**config.mk**
```make
export PLATFORM = sky130hd
export DESIGN_NAME = rf_writeback_flat
export DESIGN_NICKNAME = d
export VERILOG_FILES = /design/src/rtl/rf_wb_pkg.sv /design/src/rtl/rf_writeback_if.sv /design/src/rtl/rf_wb_fifo.sv /design/src/rtl/rf_writeback.sv /design/src/flat_wrapper.sv
export SDC_FILE = /design/constraint.sdc
export NUM_CORES = 1
export LEC_CHECK = 0
export BUFFER_PORTS_ARGS = -buffer_cell sky130_fd_sc_hd__buf_2
export CAP_MARGIN = 15
export CORE_MARGIN = 2
export CORE_UTILIZATION = 50
export DETAILED_ROUTE_END_ITERATION = 7
export PLACE_DENSITY = 0.74
export SLEW_MARGIN = 25
export SYNTH_ARGS = -nofsm -noshare
export SYNTH_HDL_FRONTEND = slang
export SYNTH_SLANG_ARGS = --single-unit
```
**constraint.sdc**
```tcl
create_clock -name clk -period 2.5 [get_ports clk]
set_input_delay 0.5 -clock clk [delete_from_list [all_inputs] [get_ports clk]]
set_output_delay 0.5 -clock clk [all_outputs]
set_load 0.01 [all_outputs]
```
**src/rtl/rf_wb_pkg.sv**
```systemverilog
// Shared types for the register-file writeback block: write-source select and ALU FIFO entry.
package rf_wb_pkg;
   localparam int DW_DEF = 8;
   localparam int AW_DEF = 5;

   typedef enum logic [1:0] {WB_NONE, WB_MEM, WB_ALUQ, WB_ALU} wb_src_e;

   // Entry widths follow the package defaults; the top's DW/AW default to the same values.
   typedef struct packed {
      logic [AW_DEF-1:0] ptr;
      logic [DW_DEF-1:0] data;
      logic              ovf;
   } alu_entry_t;
endpackage

```
**src/rtl/rf_writeback_if.sv**
```systemverilog
// Bundle of result streams, decode hazard inputs and register-file write port.
// RF_WB_BYPASS_EN adds the combinational forwarding outputs fwd_valid/fwd_ptr/fwd_data.
interface rf_writeback_if #(
   parameter int DW = rf_wb_pkg::DW_DEF,
   parameter int AW = rf_wb_pkg::AW_DEF
);
   logic          alu_valid;
   logic [AW-1:0] alu_ptr;
   logic [DW-1:0] alu_data;
   logic          alu_ovf;
   logic          ld_issue;
   logic [AW-1:0] ld_ptr;
   logic          mem_valid;
   logic [DW-1:0] mem_data;
   logic [AW-1:0] src_a;
   logic [AW-1:0] src_b;
   logic          src_b_const;
   logic [AW-1:0] dst_chk;
   logic          we;
   logic [AW-1:0] ptr_w;
   logic [DW-1:0] di;
   logic          r_overflow;
   logic          stall;
   logic          ld_err;
`ifdef RF_WB_BYPASS_EN
   logic          fwd_valid;
   logic [AW-1:0] fwd_ptr;
   logic [DW-1:0] fwd_data;
`endif

   modport master (
      output alu_valid, alu_ptr, alu_data, alu_ovf, ld_issue, ld_ptr, mem_valid, mem_data,
             src_a, src_b, src_b_const, dst_chk,
      input  we, ptr_w, di, r_overflow, stall, ld_err
`ifdef RF_WB_BYPASS_EN
      , fwd_valid, fwd_ptr, fwd_data
`endif
   );

   modport slave (
      input  alu_valid, alu_ptr, alu_data, alu_ovf, ld_issue, ld_ptr, mem_valid, mem_data,
             src_a, src_b, src_b_const, dst_chk,
      output we, ptr_w, di, r_overflow, stall, ld_err
`ifdef RF_WB_BYPASS_EN
      , fwd_valid, fwd_ptr, fwd_data
`endif
   );
endinterface

```
**src/rtl/rf_wb_fifo.sv**
```systemverilog
// Small synchronous FIFO exposing every slot plus a per-slot valid mask for hazard compares.
// Pop is applied before push, so a full FIFO accepts a push in a popping cycle.
module rf_wb_fifo #(
   parameter int  DEPTH = 2,
   parameter type T     = logic
) (
   input  logic                     clk,
   input  logic                     reset,
   input  logic                     push_i,
   input  T                         din_i,
   input  logic                     pop_i,
   output T                         head_o,
   output T     [DEPTH-1:0]         ent_o,
   output logic [DEPTH-1:0]         vld_o,
   output logic [$clog2(DEPTH)-1:0] rd_idx_o,
   output logic [$clog2(DEPTH):0]   cnt_o,
   output logic                     full_o
);
   localparam int PW = $clog2(DEPTH);
   localparam logic [PW:0] CNT_FULL = (PW+1)'(DEPTH);

   T     [DEPTH-1:0] mem_q, mem_d;
   logic [PW-1:0]    rd_q, rd_d, wr_q, wr_d, off;
   logic [PW:0]      cnt_q, cnt_d;
   logic             do_pop, do_push;

   always_comb begin
      do_pop  = pop_i && (cnt_q != '0);
      do_push = push_i && ((cnt_q != CNT_FULL) || do_pop);
      mem_d   = mem_q;
      rd_d    = rd_q;
      wr_d    = wr_q;
      if (do_pop) rd_d = rd_q + 1'b1;
      if (do_push) begin
         mem_d[wr_q] = din_i;
         wr_d        = wr_q + 1'b1;
      end
      cnt_d = cnt_q + {{PW{1'b0}}, do_push} - {{PW{1'b0}}, do_pop};
   end

   // Slot i is live when its distance from the read pointer is below the count.
   always_comb begin
      off   = '0;
      vld_o = '0;
      for (int i = 0; i < DEPTH; i++) begin
         off      = PW'(i) - rd_q;
         vld_o[i] = {1'b0, off} < cnt_q;
      end
   end

   always_ff @(posedge clk or posedge reset) begin
      if (reset) begin
         mem_q <= '0;
         rd_q  <= '0;
         wr_q  <= '0;
         cnt_q <= '0;
      end else begin
         mem_q <= mem_d;
         rd_q  <= rd_d;
         wr_q  <= wr_d;
         cnt_q <= cnt_d;
      end
   end

   assign head_o   = mem_q[rd_q];
   assign ent_o    = mem_q;
   assign rd_idx_o = rd_q;
   assign cnt_o    = cnt_q;
   assign full_o   = (cnt_q == CNT_FULL);
endmodule

```
**src/rtl/rf_writeback.sv**
```systemverilog
// Register-file write master: merges load returns and ALU results into one registered write
// stream and raises decode stall on load/ALU hazards. RF_WB_BYPASS_EN enables forwarding outputs.
module rf_writeback
   import rf_wb_pkg::*;
#(
   parameter int DW         = DW_DEF,
   parameter int AW         = AW_DEF,
   parameter int ALUQ_DEPTH = 2,
   parameter int LDQ_DEPTH  = 2
) (
   input logic           clk,
   input logic           reset,
   rf_writeback_if.slave bus
);
   localparam int AQ_PW = $clog2(ALUQ_DEPTH);
   localparam int LQ_PW = $clog2(LDQ_DEPTH);
   localparam logic [AQ_PW:0] AQ_STALL_CNT = (AQ_PW+1)'(ALUQ_DEPTH-1);
`ifdef RF_WB_BYPASS_EN
   localparam bit BYPASS_EN = 1'b1;
`else
   localparam bit BYPASS_EN = 1'b0;
`endif

   alu_entry_t                       alu_in, aluq_head;
   alu_entry_t [ALUQ_DEPTH-1:0]      aluq_ent;
   logic       [ALUQ_DEPTH-1:0]      aluq_vld, aq_msk;
   logic       [AQ_PW-1:0]           aluq_rd;
   logic       [AQ_PW:0]             aluq_cnt;
   logic                             aluq_full, aluq_push, aluq_pop;
   logic       [AW-1:0]              ldq_head;
   logic       [LDQ_DEPTH-1:0][AW-1:0] ldq_ent;
   logic       [LDQ_DEPTH-1:0]       ldq_vld, ld_msk;
   logic       [LQ_PW-1:0]           ldq_rd;
   logic       [LQ_PW:0]             ldq_cnt;
   logic                             ldq_full, ldq_empty, ldq_pop;

   wb_src_e       sel;
   logic [AW-1:0] sel_ptr, ptr_w_q, ptr_w_d;
   logic [DW-1:0] sel_data, di_q, di_d;
   logic          sel_ovf, we_q, we_d, r_overflow_q, r_overflow_d, ld_err_q, ld_err_d;
   logic          hit, stall;

   assign alu_in    = '{ptr: bus.alu_ptr, data: bus.alu_data, ovf: bus.alu_ovf};
   assign ldq_empty = (ldq_cnt == '0);

   rf_wb_fifo #(.DEPTH(ALUQ_DEPTH), .T(alu_entry_t)) u_aluq (
      .clk(clk), .reset(reset), .push_i(aluq_push), .din_i(alu_in), .pop_i(aluq_pop),
      .head_o(aluq_head), .ent_o(aluq_ent), .vld_o(aluq_vld), .rd_idx_o(aluq_rd),
      .cnt_o(aluq_cnt), .full_o(aluq_full)
   );

   rf_wb_fifo #(.DEPTH(LDQ_DEPTH), .T(logic [AW-1:0])) u_ldq (
      .clk(clk), .reset(reset), .push_i(bus.ld_issue), .din_i(bus.ld_ptr), .pop_i(ldq_pop),
      .head_o(ldq_head), .ent_o(ldq_ent), .vld_o(ldq_vld), .rd_idx_o(ldq_rd),
      .cnt_o(ldq_cnt), .full_o(ldq_full)
   );

   // Any mem_valid owns the write slot, even a spurious one, so the FIFO head waits.
   always_comb begin
      sel      = WB_NONE;
      sel_ptr  = '0;
      sel_data = '0;
      sel_ovf  = 1'b0;
      if (bus.mem_valid) begin
         if (!ldq_empty) begin
            sel      = WB_MEM;
            sel_ptr  = ldq_head;
            sel_data = bus.mem_data;
         end
      end else if (aluq_cnt != '0) begin
         sel      = WB_ALUQ;
         sel_ptr  = aluq_head.ptr;
         sel_data = aluq_head.data;
         sel_ovf  = aluq_head.ovf;
      end else if (bus.alu_valid) begin
         sel      = WB_ALU;
         sel_ptr  = bus.alu_ptr;
         sel_data = bus.alu_data;
         sel_ovf  = bus.alu_ovf;
      end
   end

   assign ldq_pop   = (sel == WB_MEM);
   assign aluq_pop  = (sel == WB_ALUQ);
   assign aluq_push = bus.alu_valid && (sel != WB_ALU);

   always_comb begin
      we_d         = (sel != WB_NONE) && (sel_ptr != '0);
      ptr_w_d      = (sel != WB_NONE) ? sel_ptr  : ptr_w_q;
      di_d         = (sel != WB_NONE) ? sel_data : di_q;
      r_overflow_d = (sel == WB_ALUQ || sel == WB_ALU) ? sel_ovf : r_overflow_q;
      ld_err_d     = ld_err_q | (bus.mem_valid & ldq_empty);
   end

   // With forwarding, the entry leaving this cycle is visible on fwd_* and need not stall.
   always_comb begin
      ld_msk = ldq_vld;
      aq_msk = aluq_vld;
      if (BYPASS_EN && sel == WB_MEM)  ld_msk[ldq_rd]  = 1'b0;
      if (BYPASS_EN && sel == WB_ALUQ) aq_msk[aluq_rd] = 1'b0;
      hit = 1'b0;
      for (int i = 0; i < LDQ_DEPTH; i++) begin
         if (ld_msk[i] && ((bus.src_a != '0 && ldq_ent[i] == bus.src_a) ||
                           (!bus.src_b_const && bus.src_b != '0 && ldq_ent[i] == bus.src_b) ||
                           (ldq_ent[i] == bus.dst_chk)))
            hit = 1'b1;
      end
      for (int i = 0; i < ALUQ_DEPTH; i++) begin
         if (aq_msk[i] && (aluq_ent[i].ptr == bus.src_a || aluq_ent[i].ptr == bus.src_b))
            hit = 1'b1;
      end
      stall = hit | (aluq_cnt >= AQ_STALL_CNT) | (ldq_full & ~bus.mem_valid);
   end

   always_ff @(posedge clk or posedge reset) begin
      if (reset) begin
         we_q         <= 1'b0;
         ptr_w_q      <= '0;
         di_q         <= '0;
         r_overflow_q <= 1'b0;
         ld_err_q     <= 1'b0;
      end else begin
         we_q         <= we_d;
         ptr_w_q      <= ptr_w_d;
         di_q         <= di_d;
         r_overflow_q <= r_overflow_d;
         ld_err_q     <= ld_err_d;
      end
   end

   assign bus.we         = we_q;
   assign bus.ptr_w      = ptr_w_q;
   assign bus.di         = di_q;
   assign bus.r_overflow = r_overflow_q;
   assign bus.ld_err     = ld_err_q;
   assign bus.stall      = stall;
`ifdef RF_WB_BYPASS_EN
   assign bus.fwd_valid  = (sel != WB_NONE);
   assign bus.fwd_ptr    = sel_ptr;
   assign bus.fwd_data   = sel_data;
`endif

   // Upstream honours stall, so a push into a full queue without a pop is a protocol error.
   a_ldq_no_drop: assert property (@(posedge clk) disable iff (reset)
      !(bus.ld_issue && ldq_full && !ldq_pop));
   a_aluq_no_drop: assert property (@(posedge clk) disable iff (reset)
      !(aluq_push && aluq_full && !aluq_pop));
endmodule

```
**src/flat_wrapper.sv**
```systemverilog
// flat-port wrapper written by rule: the top's interface ports become plain ports
module rf_writeback_flat import rf_wb_pkg::*;
#(
   parameter int DW         = DW_DEF,
   parameter int AW         = AW_DEF,
   parameter int ALUQ_DEPTH = 2,
   parameter int LDQ_DEPTH  = 2
)
  (clk, reset, bus_alu_valid, bus_alu_ptr, bus_alu_data, bus_alu_ovf, bus_ld_issue, bus_ld_ptr, bus_mem_valid, bus_mem_data, bus_src_a, bus_src_b, bus_src_b_const, bus_dst_chk, bus_we, bus_ptr_w, bus_di, bus_r_overflow, bus_stall, bus_ld_err);
  rf_writeback_if #(.DW(DW), .AW(AW)) bus_i ();
  input logic clk;
  input logic reset;
  input wire logic [$bits(bus_i.alu_valid)-1:0] bus_alu_valid;
  input wire logic [$bits(bus_i.alu_ptr)-1:0] bus_alu_ptr;
  input wire logic [$bits(bus_i.alu_data)-1:0] bus_alu_data;
  input wire logic [$bits(bus_i.alu_ovf)-1:0] bus_alu_ovf;
  input wire logic [$bits(bus_i.ld_issue)-1:0] bus_ld_issue;
  input wire logic [$bits(bus_i.ld_ptr)-1:0] bus_ld_ptr;
  input wire logic [$bits(bus_i.mem_valid)-1:0] bus_mem_valid;
  input wire logic [$bits(bus_i.mem_data)-1:0] bus_mem_data;
  input wire logic [$bits(bus_i.src_a)-1:0] bus_src_a;
  input wire logic [$bits(bus_i.src_b)-1:0] bus_src_b;
  input wire logic [$bits(bus_i.src_b_const)-1:0] bus_src_b_const;
  input wire logic [$bits(bus_i.dst_chk)-1:0] bus_dst_chk;
  output wire logic [$bits(bus_i.we)-1:0] bus_we;
  output wire logic [$bits(bus_i.ptr_w)-1:0] bus_ptr_w;
  output wire logic [$bits(bus_i.di)-1:0] bus_di;
  output wire logic [$bits(bus_i.r_overflow)-1:0] bus_r_overflow;
  output wire logic [$bits(bus_i.stall)-1:0] bus_stall;
  output wire logic [$bits(bus_i.ld_err)-1:0] bus_ld_err;
  assign bus_i.alu_valid = bus_alu_valid;
  assign bus_i.alu_ptr = bus_alu_ptr;
  assign bus_i.alu_data = bus_alu_data;
  assign bus_i.alu_ovf = bus_alu_ovf;
  assign bus_i.ld_issue = bus_ld_issue;
  assign bus_i.ld_ptr = bus_ld_ptr;
  assign bus_i.mem_valid = bus_mem_valid;
  assign bus_i.mem_data = bus_mem_data;
  assign bus_i.src_a = bus_src_a;
  assign bus_i.src_b = bus_src_b;
  assign bus_i.src_b_const = bus_src_b_const;
  assign bus_i.dst_chk = bus_dst_chk;
  assign bus_we = bus_i.we;
  assign bus_ptr_w = bus_i.ptr_w;
  assign bus_di = bus_i.di;
  assign bus_r_overflow = bus_i.r_overflow;
  assign bus_stall = bus_i.stall;
  assign bus_ld_err = bus_i.ld_err;
  rf_writeback #(.DW(DW), .AW(AW), .ALUQ_DEPTH(ALUQ_DEPTH), .LDQ_DEPTH(LDQ_DEPTH)) u_core (.clk(clk), .reset(reset), .bus(bus_i));
endmodule
```
Word-level counts from Yosys, hierarchy flattened
Cells that the tools add are included.
{ "word_totals": {"ff_bits": 62, "in_bits": 48, "word_cells": 128} }
{ "classes": {"n_addsub": 12, "order_cmp": 11, "n_eq_ne": 17, "muxes": 29, "n_bitwise": 6, "n_reduce_logical": 34} }
{ "ops": {"columns": ["operator", "count"], "rows": [
  ["equality test 5 bit", 10],
  ["2-to-1 mux 14 bit", 3],
  ["2-to-1 mux 5 bit", 7],
  ["2-to-1 mux 8 bit", 4],
  ["bitwise mux 28 bit", 1],
  ["logical AND 1 bit", 17],
  ["nonzero test 5 bit", 3],
  ["demux 14 bit (select 1 bit)", 1],
  ["bitwise mux 10 bit", 1],
  ["logical OR 1 bit", 9],
  ["< comparator 1 x 2 -> 1 bit", 4],
  ["< comparator 1 x 2 -> 1 bit, second input constant", 4],
  ["2-to-1 mux 1 bit", 8],
  ["equality test 2 bit, second input constant", 3],
  ["2-to-1 mux 2 bit", 3],
  ["!= test 2 bit, second input constant", 3],
  ["nonzero test 2 bit", 3],
  ["demux 5 bit (select 1 bit)", 1],
  ["adder 1 bit, second input constant", 4],
  ["adder 2 x 1 -> 2 bit", 2],
  ["subtractor 1 bit, first input constant", 4],
  ["subtractor 2 x 1 -> 2 bit", 2],
  ["bitwise OR 1 bit", 3],
  ["bitwise AND 1 bit", 2],
  ["other kinds (6)", 7]
]} }

Longest topological paths before layout
{ "logic_depth": {"ltp_word": 12, "mapped_depth": 9, "depth_no_buf": 8} }

Hierarchy
Synthesis repeated with hierarchy kept, for this count alone.
{ "unflattened": {"cells_unflattened": 336, "hier_area_um2": 3801.1} }
{ "by_module_without_submodules": {"columns": ["module", "instances", "cells_per_inst", "area_per_inst_um2"], "rows": [
  ["rf_writeback", 1, 192, 1542.7],
  ["rf_wb_fifo at u_core.u_aluq", 1, 96, 1534.0],
  ["rf_wb_fifo at u_core.u_ldq", 1, 48, 724.4]
]} }

Worst setup path before layout
No wires, ideal clock.
{ "synth_path": {"path_type": "input port to output port", "from": "input port bus_src_a[0]", "to": "output port bus_stall", "t_arrival_ps": 1463, "slack_ps": 537, "cell_stages": 5, "path_buffers": 0, "path_cell_list": "nor3_1 -> nand2_1 -> nand4_1 -> a31oi_1 -> or4b_1"} }
{ "synth_via": {"elab_chain_cells": 11, "elab_cells_between_ends": 23} }
{ "synth_lines": {"columns": ["element", "line", "source"], "rows": [
  ["start, declared", "flat_wrapper.sv:21", "input wire logic [$bits(bus_i.src_a)-1:0] bus_src_a;"],
  ["equality test 5 bit or nonzero test 5 bit (tied branches)", "rf_writeback.sv:103", "if (ld_msk[i] && ((bus.src_a != '0 && ldq_ent[i] == bus.src_a) ||"],
  ["logical AND 1 bit", "rf_writeback.sv:103", null],
  ["logical OR 1 bit", "rf_writeback.sv:103", null],
  ["logical OR 1 bit", "rf_writeback.sv:104", "(!bus.src_b_const && bus.src_b != '0 && ldq_ent[i] == bus.src_b) ||"],
  ["logical AND 1 bit", "rf_writeback.sv:103", null],
  ["2-to-1 mux 1 bit (2 in series)", "rf_writeback.sv:103", null],
  ["2-to-1 mux 1 bit", "rf_writeback.sv:109", "if (aq_msk[i] && (aluq_ent[i].ptr == bus.src_a || aluq_ent[i].ptr == bus.src_b))"],
  ["2-to-1 mux 1 bit *", "rf_writeback.sv:109", null],
  ["bitwise OR 1 bit * (2 in series)", "rf_writeback.sv:112", "stall = hit | (aluq_cnt >= AQ_STALL_CNT) | (ldq_full & ~bus.mem_valid);"],
  ["end, declared", "flat_wrapper.sv:29", "output wire logic [$bits(bus_i.stall)-1:0] bus_stall;"]
]} }
Mark *: on every way between the ends. The rest lies on a longest branch, timed or not.

Worst setup path after layout
{ "layout_path": {"from": "register u_core.u_ldq.mem_q, in the netlist u_core.u_ldq.ent_o[3]", "to": "output port bus_stall"} }
{ "layout_via": {"elab_chain_cells": 11, "elab_cells_between_ends": 14} }
{ "layout_lines": {"columns": ["element", "line", "source"], "rows": [
  ["start, declared", "rf_wb_fifo.sv:22", "T [DEPTH-1:0] mem_q, mem_d;"],
  ["start signal, assigned", "rf_wb_fifo.sv:58", "mem_q <= mem_d;"],
  ["equality test 5 bit, on equally long branches", "rf_writeback.sv:103, rf_writeback.sv:104", null],
  ["logical AND 1 bit, on equally long branches", "rf_writeback.sv:103, rf_writeback.sv:104", null],
  ["logical OR 1 bit", "rf_writeback.sv:103", null],
  ["logical OR 1 bit *", "rf_writeback.sv:104", null],
  ["logical AND 1 bit *", "rf_writeback.sv:103", null],
  ["2-to-1 mux 1 bit * (2 in series)", "rf_writeback.sv:103", null],
  ["2-to-1 mux 1 bit * (2 in series)", "rf_writeback.sv:109", null],
  ["bitwise OR 1 bit * (2 in series)", "rf_writeback.sv:112", null]
]} }
Marked as above.

==> flow_summary.ini <==
[run_status]
outcome = finished clean

[synth]
synthAdderAreaFrac_pct = 1.557
yosysWarnings = 0
synth_xor_area_share_pct = 10.59
ys_ff_latch = 62
synthCells = 272
syn_area_sq_mm = 0.003214
ys_seq_area_share_pct = 48.27
synth_top_family_by_area = multiplexers
synth_compound_area_share_pct = 7.629
synthesis.nets = 324
synth_edf_count = 0
syn_avg_cell_area_sq_um = 11.82
yosys-mux-area-fraction_pct = 20.59
synthSimpleGateAreaFrac_pct = 8.135
ys_dominant_reg_cell = dfrtp_1
async_reset_ff_share_pct = 100.0
yosysUniqueCellTypes = 34

[timing]
fin_crit_sh_pct = 96.06
clock_skew_ps = 6.811
worst_slew_pin_slew_ps = 697.1
relSlewSlack_pct = 53.21
fmax_ghz = 0.4164
finalHoldViolCount = 0
final_max_slew_viol_count = 0
hold_ws_ps = 212.1
finalCriticalPeriod_ps = 2402
rsz0062_at_grt = no
finalSetupViolCount = 0
fin_tns_setup_ps = 0

[clock_network]
cts_root_buf = clkbuf_8
cts_tree = done
cts_inserted_buffers = 9
clkSlewWorstSetupHoldPaths_ps = 60
htreeDepth = 3
cts_num_sinks = 62
clock_latency_ps = 340
post_cts_buffers = 0
cts_max_path_buffers = 2

[die]
fp.dieW_microns = 84.18
ios = 65
fp.dieArea_sq_mm = 0.007086
initial_utilization_pct = 51.21
core_area_sq_mm = 0.006277
row_count = 29
die_h_microns = 84.18

[setup_path]
rr_endpoint = u_core.u_ldq.cnt_o[1]
slowest_delay_ps = 520
setup.worst_path.class = register to output port
worstPathMaxFanout = 5
startpoint = u_core.u_ldq.ent_o[3]
critPathArrivalTime_ps = 1900
regToRegSetupSlack_ps = 480
slowest_stage = or4b_1
rr_worst_depth = 7
required_ps = 2000
critPathLaunchType = register
timing.rr.start = u_core.u_ldq.cnt_o[1]
end_kind = output port
crit_chain = xor2_1 > nor3_1 > nand4_1 > a21oi_1 > or4b_1 > buf_2

[pwr]
worst_ir_drop_vdd_v = 0.0005742
leakagePower_nw = 1.796
cellPowerDensity_mw_per_mm2 = 1298

[final_layout]
syn2layout_area_growth_pct = 20.44
nNetsFinal = 399
diodes = 0
final_cells = 429
final_layout_size_suffix_gt1_share_pct = 42.05

[run]
max_cap_violations = 0

[detailed_routing]
remaining_drc_errors = 0
vias_per_cell = 5.401
wire_per_inst_microns = 15.79
vias = 2317
dr.pass1.iters = 5
ant_nets = 0
drt_first_iter_violations = 94
wl_mm = 6.776

[grt]
overflow = 0
antenna_found_initial = 0
grt_usage_pct = 20.11
grt_pass1_wl_mm = 11.07
grt_max_degree = 63
grt_pass1_vias = 2379

[placed_design]
gp_congestion = 0.8755
dp_hpwl_mm = 4.987
io_buffers = 64
dp.cells = 413

[hold_path]
hold_path_class = input port to asynchronous set/reset pin
timing repair:
item	4_1_cts	5_1_grt
endpoints found under the setup margin	0	1
hold buffers	0	0
gates resized for setup	0	7
hold endpoints to repair	0	0
metal layers:
metal,global-route usage [%],part of all wire (%)
met1,25.03,43
met2,33.41,49
met3,5.113,5.9
met4,8.504,1.3
met5,0,0
metrics by stage:
stage	setup WS [ps]	power (mW)	instance area (sq um)	util (%)
floorplan	458.6	3.496	3214	-
global placement	270.5	3.995	3647	58.10
detailed placement	198.7	4.075	3647	58.10
CTS	42.36	5.060	3862	61.53
global route	7.333	5.365	3871	61.67
finish	98.45	5.024	3871	61.67
power breakdown:
| group | leakage [nW] | switching (mW) | internal (mW) |
|---|---|---|---|
| logic | 0.965 | 0.922 | 1.16 |
| registers | 0.720 | 0.450 | 1.53 |
| clock network | 0.110 | 0.379 | 0.586 |
cells in the final DEF, fill, tap and decap left out, drive strengths merged, types with 2 or more instances in the layout:
cell / synthesis / routed
buf: 8 / 74
dfrtp: 62 / 62
mux2: 46 / 46
nand2: 23 / 23
xnor2: 19 / 19
xor2: 19 / 19
nor2: 14 / 14
a21oi: 14 / 14
clkbuf: 2 / 12
mux2i: 11 / 11
nor3: 8 / 8
a222oi: 8 / 8
inv: 6 / 6
o22ai: 5 / 5
o21ai: 5 / 5
nand3: 4 / 4
nand4: 4 / 4
ha: 4 / 4
clkinv: 1 / 3
a31oi: 2 / 2
bufinv: 0 / 2
flip-flops by register name, indices dropped and copies added, names as in the netlist:
register,flops
u_core.bus.ld_err,1
u_core.u_aluq.ent_o,28
u_core.bus.r_overflow,1
u_core.u_ldq.ent_o,10
u_core.u_ldq.rd_idx_o,1
u_core.u_aluq.wr_q,1
u_core.bus.di,8
u_core.u_aluq.rd_idx_o,1
u_core.bus.ptr_w,5
u_core.u_ldq.cnt_o,2
u_core.u_ldq.wr_q,1
u_core.u_aluq.cnt_o,2
u_core.bus.we,1
worst max-delay path by stage:
stage	endpoint
global route	bus_stall
floorplan	u_core.bus.di[0]
detailed placement	bus_stall
finish	bus_stall
CTS	bus_stall
global placement	bus_stall
worst max-delay path: cells and delay by family, from the launching register on:
| kind | cells | cell delay (ps) |
|---|---|---|
| AO/OA/AOI/OAI | 1 | 60 |
| XOR/XNOR | 1 | 200 |
| buffers and inverters | 1 | 160 |
| flip-flops | 1 | 460 |
| AND/OR/NAND/NOR | 3 | 700 |
area by class of cell:
cell class / count / area (sq um)
fillers: 537 / 2406
multi-input cells: 193 / 1565
flip-flops and latches: 62 / 1560
repair buffers: 74 / 407.9
clock buffers: 12 / 145.1
well taps: 77 / 96.34
clock inverters: 4 / 70.07
inverters: 7 / 26.28
synthesized netlist by cell type, types with 3 or more instances:
master / number / area share, %
dfrtp_1: 62 / 48
o21ai_0: 3 / 0.47
nor2_1: 14 / 1.6
nand4_1: 4 / 0.78
nand3_1: 4 / 0.62
mux2_4: 9 / 4.2
a21oi_1: 14 / 2.2
mux2i_1: 11 / 3.4
inv_1: 5 / 0.58
a222oi_1: 8 / 2.5
o22ai_1: 5 / 0.97
xor2_1: 18 / 4.9
xnor2_1: 19 / 5.2
ha_1: 4 / 1.6
mux2_2: 37 / 13
buf_4: 3 / 0.70
nor3_1: 8 / 1.2
nand2_1: 23 / 2.7
logic make-up (layout without fill, tap and decap cells):
| family | after synthesis | after routing |
|---|---|---|
| adders and majority gates | 4 | 4 |
| xor gates and xnor gates | 38 | 38 |
| and+or+nand+nor | 58 | 58 |
| AOI/OAI and AO/OA | 36 | 36 |
| muxes | 57 | 57 |
| DFF | 62 | 62 |
| buffers and inverters | 17 | 97 |
(Power assumes the default switching activity.)
